## config.mk

```make
export PLATFORM = sky130hd
export DESIGN_NAME = secded_scrub_counter_flat
export DESIGN_NICKNAME = d
export VERILOG_FILES = /design/src/rtl/secded_scrub_counter_pkg.sv /design/src/rtl/secded_scrub_counter_if.sv /design/src/rtl/secded_scrub_counter_codec.sv /design/src/rtl/secded_scrub_counter.sv /design/src/flat_wrapper.sv
export SDC_FILE = /design/constraint.sdc
export NUM_CORES = 1
export LEC_CHECK = 0
export CAP_MARGIN = 20
export CORE_UTILIZATION = 30
export CTS_BUF_LIST = sky130_fd_sc_hd__clkbuf_16
export CTS_CLUSTER_DIAMETER = 200
export DETAILED_ROUTE_END_ITERATION = 10
export HOLD_SLACK_MARGIN = 0.05
export PLACE_DENSITY = 0.49
export SLEW_MARGIN = 20
export SYNTH_ARGS = -nofsm -noshare
export SYNTH_HDL_FRONTEND = slang
export SYNTH_SLANG_ARGS = --single-unit
```

## constraint.sdc

```tcl
create_clock -name clk -period 6.54 [get_ports clk]
set_input_delay 1.635 -clock clk [delete_from_list [all_inputs] [get_ports clk]]
set_output_delay 1.635 -clock clk [all_outputs]
set_load 0.01 [all_outputs]
```

## src/rtl/secded_scrub_counter_pkg.sv

```systemverilog
// Shared types and per-nibble SECDED helpers for the scrubbed counter.
// Each nibble carries Hamming(7,4) check bits plus an overall parity bit.
package secded_pkg;

   typedef enum logic [2:0] {
      StIdle,
      StRun,
      StCheck,
      StWriteback,
      StFault
   } state_e;

   // Syndrome {s2,s1,s0} produced by a single flipped bit in each position.
   localparam logic [2:0] SynNone = 3'b000;
   localparam logic [2:0] SynD0   = 3'b111;
   localparam logic [2:0] SynD1   = 3'b011;
   localparam logic [2:0] SynD2   = 3'b101;
   localparam logic [2:0] SynD3   = 3'b110;
   localparam logic [2:0] SynP0   = 3'b001;
   localparam logic [2:0] SynP1   = 3'b010;
   localparam logic [2:0] SynP2   = 3'b100;

   typedef struct packed {
      logic [3:0] data;
      logic [3:0] chk;
      logic       ce;
      logic       ue;
   } nibble_dec_t;

   function automatic logic [3:0] encode_nibble(input logic [3:0] d);
      return {d[1] ^ d[2] ^ d[3],
              d[0] ^ d[2] ^ d[3],
              d[0] ^ d[1] ^ d[3],
              d[0] ^ d[1] ^ d[2]};
   endfunction

   function automatic nibble_dec_t decode_nibble(input logic [3:0] data, input logic [3:0] chk);
      nibble_dec_t res;
      logic [2:0]  syn;
      logic        odd;
      syn = 3'(encode_nibble(data) ^ chk);
      odd = ^{data, chk};
      res = '{data: data, chk: chk, ce: 1'b0, ue: 1'b0};
      if (odd) begin
         res.ce = 1'b1;
         case (syn)
            SynD0:   res.data[0] = ~data[0];
            SynD1:   res.data[1] = ~data[1];
            SynD2:   res.data[2] = ~data[2];
            SynD3:   res.data[3] = ~data[3];
            SynP0:   res.chk[0]  = ~chk[0];
            SynP1:   res.chk[1]  = ~chk[1];
            SynP2:   res.chk[2]  = ~chk[2];
            default: res.chk[3]  = ~chk[3];
         endcase
      end else if (syn != SynNone) begin
         res.ue = 1'b1;
      end
      return res;
   endfunction

endpackage

```

## src/rtl/secded_scrub_counter_if.sv

```systemverilog
// Control, injection and status bundle between the counter and its user.
interface secded_scrub_counter_if #(
   parameter int unsigned WIDTH     = 64,
   parameter int unsigned ERR_CNT_W = 8
);
   localparam int unsigned CHK_BITS = (WIDTH / 4) * 4;

   logic                 enable;
   logic                 clear;
   logic                 inj_valid;
   logic [WIDTH-1:0]     inj_data_mask;
   logic [CHK_BITS-1:0]  inj_chk_mask;
   logic [WIDTH-1:0]     counter;
   logic                 busy;
   logic                 ce_pulse;
   logic                 ue_pulse;
   logic                 ue_sticky;
   logic [ERR_CNT_W-1:0] ce_count;
   logic [ERR_CNT_W-1:0] ue_count;

   modport master (
      output enable, clear, inj_valid, inj_data_mask, inj_chk_mask,
      input  counter, busy, ce_pulse, ue_pulse, ue_sticky, ce_count, ue_count
   );

   modport slave (
      input  enable, clear, inj_valid, inj_data_mask, inj_chk_mask,
      output counter, busy, ce_pulse, ue_pulse, ue_sticky, ce_count, ue_count
   );

endinterface

```

## src/rtl/secded_scrub_counter_codec.sv

```systemverilog
// Word-wide SECDED codec: decodes the stored word and encodes the word being written.
module secded_word_codec
   import secded_pkg::*;
#(
   parameter int unsigned WIDTH = 64
) (
   input  logic [WIDTH-1:0] rd_data,
   input  logic [WIDTH-1:0] rd_chk,
   input  logic [WIDTH-1:0] wr_data,
   output logic [WIDTH-1:0] cor_data,
   output logic [WIDTH-1:0] cor_chk,
   output logic [WIDTH-1:0] wr_chk,
   output logic             ce,
   output logic             ue
);
   localparam int unsigned BLOCKS = WIDTH / 4;

   nibble_dec_t dec;
   logic        ce_any;

   always_comb begin
      cor_data = '0;
      cor_chk  = '0;
      wr_chk   = '0;
      dec      = '0;
      ce_any   = 1'b0;
      ue       = 1'b0;
      for (int i = 0; i < BLOCKS; i++) begin
         dec                  = decode_nibble(rd_data[4*i +: 4], rd_chk[4*i +: 4]);
         cor_data[4*i +: 4]   = dec.data;
         cor_chk[4*i +: 4]    = dec.chk;
         ce_any               = ce_any | dec.ce;
         ue                   = ue | dec.ue;
         wr_chk[4*i +: 4]     = encode_nibble(wr_data[4*i +: 4]);
      end
      // Any uncorrectable block makes the whole word uncorrectable.
      ce = ce_any & ~ue;
   end

endmodule

```

## src/rtl/secded_scrub_counter.sv

```systemverilog
// Free-running counter with per-nibble SECDED storage, correct-on-increment,
// periodic idle scrubbing, saturating error statistics and error injection.
module secded_scrub_counter
   import secded_pkg::*;
#(
   parameter int unsigned WIDTH          = 64,
   parameter int unsigned SCRUB_INTERVAL = 16,
   parameter int unsigned ERR_CNT_W      = 8
) (
   input logic                   clk,
   input logic                   rst,
   secded_scrub_counter_if.slave bus
);
   localparam int unsigned BLOCKS   = WIDTH / 4;
   localparam int unsigned CHK_BITS = BLOCKS * 4;
   localparam int unsigned TIMER_W  = $clog2(SCRUB_INTERVAL);
   localparam logic [TIMER_W-1:0] TIMER_LAST = TIMER_W'(SCRUB_INTERVAL - 1);

   state_e               state_q, state_d;
   logic [WIDTH-1:0]     data_q, data_d, scrub_data_q, scrub_data_d;
   logic [CHK_BITS-1:0]  chk_q, chk_d, scrub_chk_q, scrub_chk_d;
   logic [TIMER_W-1:0]   timer_q, timer_d;
   logic [1:0]           pend_q, pend_d;
   logic [ERR_CNT_W-1:0] ce_cnt_q, ce_cnt_d, ue_cnt_q, ue_cnt_d;
   logic                 sticky_q, sticky_d;
   logic                 ue_pulse_q, ue_pulse_d;
   logic                 ce_pulse;

   logic [WIDTH-1:0]     cor_data, wr_data;
   logic [CHK_BITS-1:0]  cor_chk, wr_chk;
   logic                 dec_ce, dec_ue;
   logic [2:0]           inc;

   // Held increments plus this cycle's request are applied in one write.
   assign inc     = {1'b0, pend_q} + {2'b00, bus.enable};
   assign wr_data = cor_data + WIDTH'(inc);

   secded_word_codec #(
      .WIDTH (WIDTH)
   ) u_codec (
      .rd_data  (data_q),
      .rd_chk   (chk_q),
      .wr_data  (wr_data),
      .cor_data (cor_data),
      .cor_chk  (cor_chk),
      .wr_chk   (wr_chk),
      .ce       (dec_ce),
      .ue       (dec_ue)
   );

   always_comb begin
      state_d      = state_q;
      data_d       = data_q;
      chk_d        = chk_q;
      scrub_data_d = scrub_data_q;
      scrub_chk_d  = scrub_chk_q;
      timer_d      = timer_q;
      pend_d       = pend_q;
      ce_cnt_d     = ce_cnt_q;
      ue_cnt_d     = ue_cnt_q;
      sticky_d     = sticky_q;
      ue_pulse_d   = 1'b0;
      ce_pulse     = 1'b0;

      case (state_q)
         StIdle, StRun: begin
            if (dec_ue) begin
               state_d = StFault;
               timer_d = '0;
            end else begin
               if (inc != 3'd0) begin
                  data_d   = wr_data;
                  chk_d    = wr_chk;
                  pend_d   = 2'd0;
                  ce_pulse = dec_ce;
               end
               if (bus.enable) begin
                  timer_d = '0;
                  state_d = StRun;
               end else if (timer_q == TIMER_LAST) begin
                  timer_d = '0;
                  state_d = StCheck;
               end else begin
                  timer_d = timer_q + TIMER_W'(1);
                  state_d = StIdle;
               end
            end
         end
         StCheck: begin
            scrub_data_d = cor_data;
            scrub_chk_d  = cor_chk;
            if (bus.enable && pend_q != 2'b11) pend_d = pend_q + 2'd1;
            if (dec_ue)      state_d = StFault;
            else if (dec_ce) state_d = StWriteback;
            else             state_d = bus.enable ? StRun : StIdle;
         end
         StWriteback: begin
            data_d   = scrub_data_q;
            chk_d    = scrub_chk_q;
            ce_pulse = 1'b1;
            if (bus.enable && pend_q != 2'b11) pend_d = pend_q + 2'd1;
            state_d  = bus.enable ? StRun : StIdle;
         end
         StFault: state_d = StFault;
         default: state_d = StIdle;
      endcase

      if (ce_pulse && ce_cnt_q != '1) ce_cnt_d = ce_cnt_q + ERR_CNT_W'(1);

      if (state_d == StFault && state_q != StFault) begin
         ue_pulse_d = 1'b1;
         sticky_d   = 1'b1;
         if (ue_cnt_q != '1) ue_cnt_d = ue_cnt_q + ERR_CNT_W'(1);
      end

      if (bus.inj_valid) begin
         data_d = data_d ^ bus.inj_data_mask;
         chk_d  = chk_d ^ bus.inj_chk_mask;
      end

      // encode(0) is all zeros, so a cleared word is already consistent.
      if (bus.clear) begin
         state_d    = StIdle;
         data_d     = '0;
         chk_d      = '0;
         timer_d    = '0;
         pend_d     = 2'd0;
         ce_cnt_d   = '0;
         ue_cnt_d   = '0;
         sticky_d   = 1'b0;
         ue_pulse_d = 1'b0;
         ce_pulse   = 1'b0;
      end
   end

   always_ff @(posedge clk or negedge rst) begin
      if (!rst) begin
         state_q      <= StIdle;
         data_q       <= '0;
         chk_q        <= '0;
         scrub_data_q <= '0;
         scrub_chk_q  <= '0;
         timer_q      <= '0;
         pend_q       <= 2'd0;
         ce_cnt_q     <= '0;
         ue_cnt_q     <= '0;
         sticky_q     <= 1'b0;
         ue_pulse_q   <= 1'b0;
      end else begin
         state_q      <= state_d;
         data_q       <= data_d;
         chk_q        <= chk_d;
         scrub_data_q <= scrub_data_d;
         scrub_chk_q  <= scrub_chk_d;
         timer_q      <= timer_d;
         pend_q       <= pend_d;
         ce_cnt_q     <= ce_cnt_d;
         ue_cnt_q     <= ue_cnt_d;
         sticky_q     <= sticky_d;
         ue_pulse_q   <= ue_pulse_d;
      end
   end

   assign bus.counter   = cor_data;
   assign bus.busy      = (state_q == StCheck) || (state_q == StWriteback) ||
                          (state_q == StFault);
   assign bus.ce_pulse  = ce_pulse;
   assign bus.ue_pulse  = ue_pulse_q;
   assign bus.ue_sticky = sticky_q;
   assign bus.ce_count  = ce_cnt_q;
   assign bus.ue_count  = ue_cnt_q;

endmodule

```

## src/flat_wrapper.sv

```systemverilog
// flat-port wrapper written by rule: the top's interface ports become plain ports
module secded_scrub_counter_flat import secded_pkg::*;
#(
   parameter int unsigned WIDTH          = 64,
   parameter int unsigned SCRUB_INTERVAL = 16,
   parameter int unsigned ERR_CNT_W      = 8
)
  (clk, rst, bus_enable, bus_clear, bus_inj_valid, bus_inj_data_mask, bus_inj_chk_mask, bus_counter, bus_busy, bus_ce_pulse, bus_ue_pulse, bus_ue_sticky, bus_ce_count, bus_ue_count);
  secded_scrub_counter_if #(.WIDTH(WIDTH), .ERR_CNT_W(ERR_CNT_W)) bus_i ();
  input logic clk;
  input logic rst;
  input wire logic [$bits(bus_i.enable)-1:0] bus_enable;
  input wire logic [$bits(bus_i.clear)-1:0] bus_clear;
  input wire logic [$bits(bus_i.inj_valid)-1:0] bus_inj_valid;
  input wire logic [$bits(bus_i.inj_data_mask)-1:0] bus_inj_data_mask;
  input wire logic [$bits(bus_i.inj_chk_mask)-1:0] bus_inj_chk_mask;
  output wire logic [$bits(bus_i.counter)-1:0] bus_counter;
  output wire logic [$bits(bus_i.busy)-1:0] bus_busy;
  output wire logic [$bits(bus_i.ce_pulse)-1:0] bus_ce_pulse;
  output wire logic [$bits(bus_i.ue_pulse)-1:0] bus_ue_pulse;
  output wire logic [$bits(bus_i.ue_sticky)-1:0] bus_ue_sticky;
  output wire logic [$bits(bus_i.ce_count)-1:0] bus_ce_count;
  output wire logic [$bits(bus_i.ue_count)-1:0] bus_ue_count;
  assign bus_i.enable = bus_enable;
  assign bus_i.clear = bus_clear;
  assign bus_i.inj_valid = bus_inj_valid;
  assign bus_i.inj_data_mask = bus_inj_data_mask;
  assign bus_i.inj_chk_mask = bus_inj_chk_mask;
  assign bus_counter = bus_i.counter;
  assign bus_busy = bus_i.busy;
  assign bus_ce_pulse = bus_i.ce_pulse;
  assign bus_ue_pulse = bus_i.ue_pulse;
  assign bus_ue_sticky = bus_i.ue_sticky;
  assign bus_ce_count = bus_i.ce_count;
  assign bus_ue_count = bus_i.ue_count;
  secded_scrub_counter #(.WIDTH(WIDTH), .SCRUB_INTERVAL(SCRUB_INTERVAL), .ERR_CNT_W(ERR_CNT_W)) u_core (.clk(clk), .rst(rst), .bus(bus_i));
endmodule
```

==> metrics.md <==
| Metric | Value |
|---|---|
| Outcome | completed |
| Unique masters post-synth | 102 |
| Largest net degree at the start of global routing | 120 |
| Capturing point of the worst reg2reg path | u_core.chk_q[54] |
| WS Path Type | register to output port |
| Die width | 287 um |
| Peak supply drop | 0.157 mV |
| Drt pass-1 iters | 6 |
| Placement Rows | 104 |
| Relative slew margins | 21.1% |
| Core Box Area | 0.0804 sq mm |
| DIE AREA | 0.0823 sq mm |
| Crit start category | register |
| Area leader, netlist | dfrtp_1 |
| Starting density of the core | 30.3% |
| Power Density | 250 mW/mm^2 |
| Initial antenna violation count | 3 |
| Routed Antenna Nets | 0 |
| Max cap viols | 0 |
| Yosys warnings | 0 |
| Die Span Y | 287 um |
| Synth top area share | 29.1% |
| Sequential cell area fraction in the yosys report | 29.1% |
| Worst-path fanout max | 15 |
| Syn Inst Count | 3041 |
| Clk_skew | 13.0 ps |
| Worst Hold Launch | u_core.scrub_chk_q[33] |
| Clock power share | 28.8% |
| IO Count | 217 |
| Final Cycle Share | 96.7% |
| Synth area leaders | dfrtp_1 29%, xnor2_1 13%, nand2_1 6.8% |
| Count of final setup violators | 0 |
| Clk slew on worst S/H paths | 60 ps |
| Post-layout min period | 6320 ps |
| Fin Setup TNS | 0 ps |
| Sequential share of power | 28.5% |
| Detailed Place HPWL | 60600 um |
| First-pass GRT wire length | 131000 um |
| WHS Endpoint | u_core.scrub_chk_q[33] |
| H-Tree Depth | 2 |
| Routability Congestion | 0.865 |
| Max Fclk | 158 MHz |
| WP data required | 4910 ps |
| Avg WL per Cell | 20.2 um |
| Vias in the first global route | 21082 |
| FF-to-FF path depth | 21 |
| FF-to-FF setup slack | 910 ps |
| Fin. max-slew vios | 0 |
| EDFF count, synth | 0 |
| Hold crit path type | register to register |
| WP data arrival | 4690 ps |
| Syn Nets | 3184 |
| CTS tree | built |
| Num CTS Buffers | 39 |
| Sw frac | 40.1% |
| Switching power | 0.00286 W |
| Clock Sinks | 283 |
| Vias | 21897 |
| Worst setup EP type | output port |
| Mean post-synth cell area | 8.01 sq um |
| Overall power | 0.00713 W |
| Post-CTS Setup Bufs | 0 |
| Async set-reset flop share out of synthesis | 100% |
| Drt total wl | 84900 um |
| Vias per inst | 5.20 |
| RSZ-0062 raised after global routing | false |
| Detailed router's first-iteration violation count | 1680 |
| GRT Total Usage | 20.5% |
| Most used flip-flop cell after synthesis | dfrtp_1 |
| Longest Clk Path Bufs | 3 |
| Area grow syn2layout | 17.3% |
| Worst Tran Pin Value | 1180 ps |
| Mapped Area | 0.0244 sq mm |
| Hold Crit Depth | 2 |
| Final #Nets | 3263 |
| Most numerous cell in the Yosys netlist | nand2_1 |
| GRT Residual Overflow | 0 |
| Port buffer count | 216 |
| Share of cells above drive strength 1 | 7.46% |
| Internal power | 0.00427 W |
| Final Hold Viols | 0 |
| RR Startpoint | u_core.chk_q[2] |
| Post-CTS Hold Buffers | 0 |
| Leakage | 11.4 nW |
| Drt drc | 0 |
| Worst skew pair latency | 560 ps |
| Number of synthesized register bits | 283 |
| Clock Tree Root | clkbuf_16 |
| Comb pwr share | 42.7% |
| Synth top cells by count | 444 x nand2_1, 375 x nor2_1, 366 x xnor2_1, 283 x dfrtp_1, 192 x o21ai_0 |
==> what timing repair did <==
action	4_1_cts	5_1_grt
gates resized for setup	3	10
gates cloned	0	0
setup endpoints to repair	1	1
==> layout by cell type, fill, tap and decap left out, types with 66 or more instances in the layout <==
cell type        count
nor3_1              66
nor2_1             373
inv_1               75
xor2_1             158
a21oi_1            151
xnor2_1            360
clkdlybuf4s50_1    213
nand2_1            444
o21ai_0            192
dfrtp_1            283
==> layer usage <==
metal / share of wire, % / track usage (%) / wire length, um / vias to the layer above
li1: - / - / - / 10679
met1: 46 / 28.3 / 39400 / 10590
met2: 46 / 33.0 / 39100 / 527
met3: 4.9 / 3.15 / 4150 / 97
met4: 2.6 / 5.70 / 2210 / 4
met5: 0.028 / 0 / 24 / -
==> worst max-delay path: stages (launching register included) <==
cell and delay [ps]:
dfrtp_1 690, xnor2_2 210, xor2_1 210, buf_4 190, a22oi_2 300, o21ai_0 150, nor4_1 500, nand4_1 140
or4_1 590, nor3_4 260, a21oi_1 180, nor2_1 140, clkdlybuf4s50_1 550
==> sequential cells by signal (all words and copies together), names as in the netlist <==
| signal | cells |
|---|---|
| u_core.scrub_chk_q | 64 |
| u_core.bus.ue_count | 8 |
| u_core.data_q | 64 |
| u_core.scrub_data_q | 64 |
| u_core.chk_q | 64 |
| u_core.bus.ce_count | 8 |
| u_core.timer_q | 4 |
| u_core.state_q | 3 |
| u_core.bus.ue_sticky | 1 |
| u_core.pend_q | 2 |
| u_core.bus.ue_pulse | 1 |
==> layout make-up <==
type	instances	area, sq um
fill	8574	51800
inverter	70	263
tap	1060	1330
timing repair buffer	264	2590
sequential	283	7080
antenna	1	2.50
clock buffer	41	1030
multi-input combinational	2462	16100
clock inverter	29	160
==> power by group through the flow <==
stage / logic, W / registers (W) / clock network [W]
after detailed placement: 0.00302 / 0.00205 / 0
final: 0.00305 / 0.00203 / 0.00206
after global routing: 0.00333 / 0.00205 / 0.00218
after floorplan: 0.00223 / 0.00189 / 0
after global placement: 0.00303 / 0.00205 / 0
after CTS: 0.00304 / 0.00202 / 0.00211
==> through the flow <==
step                      utilization, %  setup WS [ps]  std cells  hold slack, ps  instance area [sq um]
final                               35.5            215       4210             479                  28600
after global routing                35.5           32.3       4209             500                  28600
after CTS                           35.4           23.0       4209             480                  28500
after detailed placement            33.9            485       4139             465                  27300
after global placement              33.9            578       4139             462                  27300
after floorplan                        -           1460       3041             438                  24400
==> logic make-up after synthesis <==
logic type | count (synthesis) | synth area share, %
AOI/OAI and AO/OA | 692 | 19.5
xor gates and xnor gates | 570 | 22.5
adders and majority gates | 10 | 0.544
buffers and inverters | 296 | 5.22
DFF | 283 | 29.1
muxes | 49 | 2.14
and+or+nand+nor | 1141 | 21.1
==> worst max-delay path by stage <==
| stage | from | end | slack, ps | cells after the start |
|---|---|---|---|---|
| floorplan | bus_enable | u_core.chk_q[54] | 1460 | 15 |
| global placement | bus_enable | u_core.chk_q[54] | 580 | 16 |
| detailed placement | bus_enable | u_core.chk_q[54] | 490 | 16 |
| CTS | u_core.data_q[26] | bus_ce_pulse | 20 | 11 |
| global route | u_core.data_q[24] | bus_ce_pulse | 30 | 11 |
| finish | u_core.data_q[48] | bus_ce_pulse | 220 | 12 |
Power figures use the tool's default switching activity.
